--- src/rtl/ast_rr_mux_if.sv ---
// Boundary of the N:1 packet mux: RX_DIR Avalon-ST sinks on the input side, one merged
// Avalon-ST source plus the source-port index on the output side.
interface ast_rr_mux_if #(
    parameter int DATA_WIDTH    = 64,
    parameter int EMPTY_WIDTH   = $clog2(DATA_WIDTH/8),
    parameter int CHANNEL_WIDTH = 10,
    parameter int RX_DIR        = 4,
    parameter int DIR_SEL_WIDTH = (RX_DIR == 1) ? 1 : $clog2(RX_DIR)
);
    logic [DATA_WIDTH-1:0]    ast_data_i [RX_DIR];
    logic [RX_DIR-1:0]        ast_startofpacket_i;
    logic [RX_DIR-1:0]        ast_endofpacket_i;
    logic [RX_DIR-1:0]        ast_valid_i;
    logic [EMPTY_WIDTH-1:0]   ast_empty_i [RX_DIR];
    logic [CHANNEL_WIDTH-1:0] ast_channel_i [RX_DIR];
    logic [RX_DIR-1:0]        ast_ready_o;

    logic [DATA_WIDTH-1:0]    ast_data_o;
    logic                     ast_startofpacket_o;
    logic                     ast_endofpacket_o;
    logic                     ast_valid_o;
    logic [EMPTY_WIDTH-1:0]   ast_empty_o;
    logic [CHANNEL_WIDTH-1:0] ast_channel_o;
    logic [DIR_SEL_WIDTH-1:0] src_o;
    logic                     ast_ready_i;

    modport slave (
        input  ast_data_i, ast_startofpacket_i, ast_endofpacket_i, ast_valid_i,
               ast_empty_i, ast_channel_i, ast_ready_i,
        output ast_ready_o, ast_data_o, ast_startofpacket_o, ast_endofpacket_o,
               ast_valid_o, ast_empty_o, ast_channel_o, src_o
    );

    modport master (
        output ast_data_i, ast_startofpacket_i, ast_endofpacket_i, ast_valid_i,
               ast_empty_i, ast_channel_i, ast_ready_i,
        input  ast_ready_o, ast_data_o, ast_startofpacket_o, ast_endofpacket_o,
               ast_valid_o, ast_empty_o, ast_channel_o, src_o
    );
endinterface

--- src/rtl/ast_rr_mux.sv ---
// Packet-locked round-robin N:1 Avalon-ST mux; 1-cycle latency through one output register,
// one idle grant cycle per packet; input ready = output register free, full throughput in a packet.
module ast_rr_mux #(
    parameter int DATA_WIDTH    = 64,
    parameter int EMPTY_WIDTH   = $clog2(DATA_WIDTH/8),
    parameter int CHANNEL_WIDTH = 10,
    parameter int RX_DIR        = 4,
    parameter int DIR_SEL_WIDTH = (RX_DIR == 1) ? 1 : $clog2(RX_DIR)
) (
    input  logic        clk_i,
    input  logic        srst_i,
    ast_rr_mux_if.slave ast
);
    typedef enum logic {IDLE = 1'b0, BUSY = 1'b1} state_t;

    state_t                   state_q, state_d;
    // ptr_q doubles as the grant: after a grant the round-robin pointer equals the winner.
    logic [DIR_SEL_WIDTH-1:0] ptr_q, ptr_d;
    logic [DIR_SEL_WIDTH-1:0] src_q, src_d;
    logic [DIR_SEL_WIDTH-1:0] cand;
    logic                     found;
    logic                     out_free;
    logic [RX_DIR-1:0]        ready_vec;
    logic [DATA_WIDTH-1:0]    data_q, data_d;
    logic                     sop_q, sop_d;
    logic                     eop_q, eop_d;
    logic                     valid_q, valid_d;
    logic [EMPTY_WIDTH-1:0]   empty_q, empty_d;
    logic [CHANNEL_WIDTH-1:0] channel_q, channel_d;

    always_comb begin
        state_d   = state_q;
        ptr_d     = ptr_q;
        src_d     = src_q;
        data_d    = data_q;
        sop_d     = sop_q;
        eop_d     = eop_q;
        valid_d   = valid_q;
        empty_d   = empty_q;
        channel_d = channel_q;
        ready_vec = '0;
        cand      = '0;
        found     = 1'b0;
        out_free  = !valid_q || ast.ast_ready_i;

        if (out_free) begin
            valid_d = 1'b0;
        end

        case (state_q)
            IDLE: begin
                for (int i = 1; i <= RX_DIR; i++) begin
                    cand = DIR_SEL_WIDTH'((int'(ptr_q) + i) % RX_DIR);
                    if (!found && ast.ast_valid_i[cand]) begin
                        found   = 1'b1;
                        ptr_d   = cand;
                        state_d = BUSY;
                    end
                end
            end
            BUSY: begin
                ready_vec[ptr_q] = out_free;
                if (out_free && ast.ast_valid_i[ptr_q]) begin
                    data_d    = ast.ast_data_i[ptr_q];
                    sop_d     = ast.ast_startofpacket_i[ptr_q];
                    eop_d     = ast.ast_endofpacket_i[ptr_q];
                    empty_d   = ast.ast_empty_i[ptr_q];
                    channel_d = ast.ast_channel_i[ptr_q];
                    src_d     = ptr_q;
                    valid_d   = 1'b1;
                    if (ast.ast_endofpacket_i[ptr_q]) begin
                        state_d = IDLE;
                    end
                end
            end
            default: state_d = IDLE;
        endcase
    end

    always_ff @(posedge clk_i) begin
        if (srst_i) begin
            state_q   <= IDLE;
            ptr_q     <= DIR_SEL_WIDTH'(RX_DIR - 1);
            src_q     <= '0;
            data_q    <= '0;
            sop_q     <= 1'b0;
            eop_q     <= 1'b0;
            valid_q   <= 1'b0;
            empty_q   <= '0;
            channel_q <= '0;
        end else begin
            state_q   <= state_d;
            ptr_q     <= ptr_d;
            src_q     <= src_d;
            data_q    <= data_d;
            sop_q     <= sop_d;
            eop_q     <= eop_d;
            valid_q   <= valid_d;
            empty_q   <= empty_d;
            channel_q <= channel_d;
        end
    end

    assign ast.ast_ready_o         = ready_vec;
    assign ast.ast_data_o          = data_q;
    assign ast.ast_startofpacket_o = sop_q;
    assign ast.ast_endofpacket_o   = eop_q;
    assign ast.ast_valid_o         = valid_q;
    assign ast.ast_empty_o         = empty_q;
    assign ast.ast_channel_o       = channel_q;
    assign ast.src_o               = src_q;
endmodule

--- src/flat_wrapper.sv ---
// flat-port wrapper written by rule: the top's interface ports become plain ports
module ast_rr_mux_flat 
#(
    parameter int DATA_WIDTH    = 64,
    parameter int EMPTY_WIDTH   = $clog2(DATA_WIDTH/8),
    parameter int CHANNEL_WIDTH = 10,
    parameter int RX_DIR        = 4,
    parameter int DIR_SEL_WIDTH = (RX_DIR == 1) ? 1 : $clog2(RX_DIR)
)
  (clk_i, srst_i, ast_ast_data_i, ast_ast_startofpacket_i, ast_ast_endofpacket_i, ast_ast_valid_i, ast_ast_empty_i, ast_ast_channel_i, ast_ast_ready_i, ast_ast_ready_o, ast_ast_data_o, ast_ast_startofpacket_o, ast_ast_endofpacket_o, ast_ast_valid_o, ast_ast_empty_o, ast_ast_channel_o, ast_src_o);
  ast_rr_mux_if #(.DATA_WIDTH(DATA_WIDTH), .EMPTY_WIDTH(EMPTY_WIDTH), .CHANNEL_WIDTH(CHANNEL_WIDTH), .RX_DIR(RX_DIR), .DIR_SEL_WIDTH(DIR_SEL_WIDTH)) ast_i ();
  input  logic clk_i;
  input  logic srst_i;
  input wire logic [$bits(ast_i.ast_data_i)-1:0] ast_ast_data_i;
  input wire logic [$bits(ast_i.ast_startofpacket_i)-1:0] ast_ast_startofpacket_i;
  input wire logic [$bits(ast_i.ast_endofpacket_i)-1:0] ast_ast_endofpacket_i;
  input wire logic [$bits(ast_i.ast_valid_i)-1:0] ast_ast_valid_i;
  input wire logic [$bits(ast_i.ast_empty_i)-1:0] ast_ast_empty_i;
  input wire logic [$bits(ast_i.ast_channel_i)-1:0] ast_ast_channel_i;
  input wire logic [$bits(ast_i.ast_ready_i)-1:0] ast_ast_ready_i;
  output wire logic [$bits(ast_i.ast_ready_o)-1:0] ast_ast_ready_o;
  output wire logic [$bits(ast_i.ast_data_o)-1:0] ast_ast_data_o;
  output wire logic [$bits(ast_i.ast_startofpacket_o)-1:0] ast_ast_startofpacket_o;
  output wire logic [$bits(ast_i.ast_endofpacket_o)-1:0] ast_ast_endofpacket_o;
  output wire logic [$bits(ast_i.ast_valid_o)-1:0] ast_ast_valid_o;
  output wire logic [$bits(ast_i.ast_empty_o)-1:0] ast_ast_empty_o;
  output wire logic [$bits(ast_i.ast_channel_o)-1:0] ast_ast_channel_o;
  output wire logic [$bits(ast_i.src_o)-1:0] ast_src_o;
  assign ast_i.ast_data_i = {>>{ast_ast_data_i}};
  assign ast_i.ast_startofpacket_i = ast_ast_startofpacket_i;
  assign ast_i.ast_endofpacket_i = ast_ast_endofpacket_i;
  assign ast_i.ast_valid_i = ast_ast_valid_i;
  assign ast_i.ast_empty_i = {>>{ast_ast_empty_i}};
  assign ast_i.ast_channel_i = {>>{ast_ast_channel_i}};
  assign ast_i.ast_ready_i = ast_ast_ready_i;
  assign ast_ast_ready_o = ast_i.ast_ready_o;
  assign ast_ast_data_o = ast_i.ast_data_o;
  assign ast_ast_startofpacket_o = ast_i.ast_startofpacket_o;
  assign ast_ast_endofpacket_o = ast_i.ast_endofpacket_o;
  assign ast_ast_valid_o = ast_i.ast_valid_o;
  assign ast_ast_empty_o = ast_i.ast_empty_o;
  assign ast_ast_channel_o = ast_i.ast_channel_o;
  assign ast_src_o = ast_i.src_o;
  ast_rr_mux #(.DATA_WIDTH(DATA_WIDTH), .EMPTY_WIDTH(EMPTY_WIDTH), .CHANNEL_WIDTH(CHANNEL_WIDTH), .RX_DIR(RX_DIR), .DIR_SEL_WIDTH(DIR_SEL_WIDTH)) u_core (.clk_i(clk_i), .srst_i(srst_i), .ast(ast_i));
endmodule
--- config.mk ---
export PLATFORM = sky130hd
export DESIGN_NAME = ast_rr_mux_flat
export DESIGN_NICKNAME = d
export VERILOG_FILES = /design/src/rtl/ast_rr_mux_if.sv /design/src/rtl/ast_rr_mux.sv /design/src/flat_wrapper.sv
export SDC_FILE = /design/constraint.sdc
export NUM_CORES = 1
export LEC_CHECK = 0
export CAP_MARGIN = 0
export CORE_AREA = 5 5 157 159
export CTS_CLUSTER_SIZE = 20
export DETAILED_ROUTE_END_ITERATION = 10
export DIE_AREA = 0 0 162 164
export PLACE_DENSITY = 0.57
export SYNTH_ARGS = -nofsm -noshare
export SYNTH_HDL_FRONTEND = slang
export SYNTH_SLANG_ARGS = --single-unit
--- constraint.sdc ---
create_clock -name clk_i -period 3.83 [get_ports clk_i]
set_clock_uncertainty 0.15 [all_clocks]
set_input_delay 0.766 -clock clk_i [delete_from_list [all_inputs] [get_ports clk_i]]
set_output_delay 0.766 -clock clk_i [all_outputs]
set_load 0.01 [all_outputs]
==> metrics.yaml <==
outcome:
  status: "completed"
routing:
  highest_layer: "met4"
  totalWireLength_um: 21500
  final_antenna_net_count: 0
  routed-via-count: 5265
  drtIter0Drc: 149
  drc: 0
  drt_first_pass_iters: 4
  routedWlPerCell_um: 18.4
  wl_met2_um: 10900
  viasPerCell: 4.52
  wl_met1_um: 8210
  dr_wl_met3_um: 2120
critical_path:
  cp-start-kind: "input port"
  crit_top_cell: "clkdlybuf4s50_1"
  cp.required_ns: 2.91
  cp-end-kind: "primary output"
  critPathTopFamily: "buffers and inverters"
  max_stage_delay_ns: 0.53
  cp_slowest_cell: "clkdlybuf4s50_1"
  crit_chain: "clkdlybuf4s50_1 -> nand2b_1 -> and3_1 -> clkdlybuf4s50_1"
  worstPathArrival_ns: 2.32
  cp_num_buf_inv: 2
  critical_path.max_fanout: 8
  crit_type: "in -> out"
pwr:
  cellPowerDensity_nw_per_um2: 498
  p_leak_nw: 3.43
  peakVddDrop_uv: 168
global_route:
  antenna_found_initial: 1
  grt_pass1_vias: 5438
  grt_pass1_wl_um: 31300
  grt_usage_pct: 15.3
  gr-total-overflow: 0
  grt_max_degree: 87
floorplan:
  rows: 56
  core_um2: 23100
  start_util_pct: 22.1
  dieArea_um2: 26600
  die_w_um: 162
  io_pins: 409
  die_h_um: 164
place:
  dp_slack_ns: 0.589
  io_buffer_count: 408
  place_inst: 1148
  hpwl_um: 17300
  routabilityCongestion: 0.742
synth:
  yosys-mux-area-fraction_pct: 37.4
  synth_warnings: 0
  synth_top_area_share_pct: 36.6
  synth_ff_type: "dfxtp_1"
  synth.distinct_cells: 24
  synth_top_area_cell: "mux4_2"
  syn-cell-area_um2: 5110
  synthTopCellsByCount: "160 x nand2_1, 85 x dfxtp_1, 83 x mux4_2"
  yosys.area_share.xor_xnor_pct: 0
  synth_compound_area_share_pct: 8.92
  synthAdderAreaFrac_pct: 0.980
  synthesis.nets: 816
  seq_area_frac_synth_pct: 33.3
  avgSynthCellArea_um2: 10.4
  synth_top_family_by_area: "multiplexers"
  ys_async_sr_fraction_pct: 0
  syn_inst: 489
  ys_top_cells_by_area: "mux4_2 37%, dfxtp_1 33%, nand2_1 12%, a21oi_1 8.0%, buf_6 2.2%"
  synthSimpleGateAreaFrac_pct: 13.4
  ys_seq_elements: 85
  synth-edff-count: 0
  synth_most_common_cell: "nand2_1"
timing:
  clock.fmax_mhz: 309
  worst_slew_pin_slew_ns: 0.961
  setup_viol: 0
  finalWorstSetupSlack_ns: 0.594
  final_max_slew_viol_count: 0
  rsz0062_at_grt: "no"
  fin_hold_ws_ns: 0.301
  fin_tns_setup_ns: 0
  min_period_ns: 3.24
  hold_viol: 0
  slew_headroom_pct: 36.0
  layout_worst_path_cycle_share_pct: 84.5
clock_tree:
  clockBufferDepth: 2
  cts_tree: "done"
  cts_setup_buffers: 0
  ctsHoldBuffers: 0
  numCtsBuffers: 9
  cts_resized: 0
  root_buffer: "clkbuf_16"
  cts_htree_levels: 3
  clkTransAtPathRegs_ns: 0.06
  clock_latency_ns: 0.34
  cts.sinks: 85
job:
  drv_cap: 0
final_layout:
  fin_cells: 1165
  drive_above_1_share_pct: 12.9
  final_core_util_pct: 41.7
  area_growth_pct: 88.7
  nets: 1196
worst_hold_path:
  hold_path_class: "reg -> reg"
-- cell families (layout without fill, tap and decap cells) --
logic type	after synthesis	in the layout
DFF	85	85
AOI/OAI and AO/OA	87	87
other	0	1
muxes	87	87
adders and majority gates	4	4
buffers and inverters	51	436
and+or+nand+nor	175	175
-- power by group --
group          switching (mW)  internal, mW  leakage [nW]
combinational            1.16          1.53          2.60
sequential              0.167          1.10         0.695
clock                   0.387         0.463         0.140
-- per-layer routing --
layer	global-route usage, %	vias to the layer above
met5	0	-
met4	3.96	0
met3	5.09	15
met2	27.7	241
met1	17.3	2466
li1	-	2543
-- worst paths after layout --
| path | start | to | slack (ns) | cells after the start |
|---|---|---|---|---|
| hold reg to reg | u_core.ast.ast_data_o[23] | u_core.ast.ast_data_o[23] | 0.30 | 2 |
| setup / recovery | ast_ast_ready_i | ast_ast_ready_o[3] | 0.59 | 4 |
| hold / removal | u_core.ast.ast_data_o[23] | u_core.ast.ast_data_o[23] | 0.30 | 2 |
| setup reg to reg | u_core.ptr_q[0] | u_core.ptr_q[1] | 1.40 | 5 |
-- placed cells by master (no fill, tap or decap), types with 4 or more instances in the layout --
master / netlist / final
and3_1: 5 / 4
dfxtp_1: 85 / 83
a21oi_1: 82 / 82
ha_1: 4 / 4
clkbuf_16: 0 / 9
mux4_2: 83 / 83
nor2_1: 5 / 5
buf_4: 1 / 8
clkdlybuf4s50_1: 0 / 407
mux2i_1: 4 / 4
nand2_1: 160 / 160
inv_1: 4 / 4
-- metrics by stage --
step	total power [mW]	area, um2
after global placement	4.04	9350
after CTS	4.92	9640
after global routing	5.16	9640
final	4.80	9640
after detailed placement	4.04	9350
after floorplan	2.97	5110
-- worst register-to-register path, stage by stage (launching register included) --
cell	delay, ns
dfxtp_4	0.41
buf_4	0.57
mux4_2	0.64
nor3_1	0.33
o21ai_0	0.14
o311ai_1	0.10
-- state kept, by name, indices dropped and copies added (netlist names), named ones only --
signal / count
u_core.ptr_q: 2
u_core.ast.ast_startofpacket_o: 1
u_core.ast.ast_endofpacket_o: 1
u_core.ast.ast_channel_o: 10
u_core.state_q: 1
u_core.ast.ast_data_o: 64
u_core.ast.ast_empty_o: 3
u_core.ast.src_o: 2
-- cell type report --
class                           instances  area, um2
Tap cell                              290        363
Timing Repair Buffer                  416       4150
Inverter                                4       15.0
Fill cell                            2340      13500
Sequential cell                        85       1710
Multi-Input combinational cell        353       3110
Antenna cell                            1       2.50
Clock buffer                           10        239
Clock inverter                          6       45.0
No activity file was read; power rests on OpenSTA's default activity.
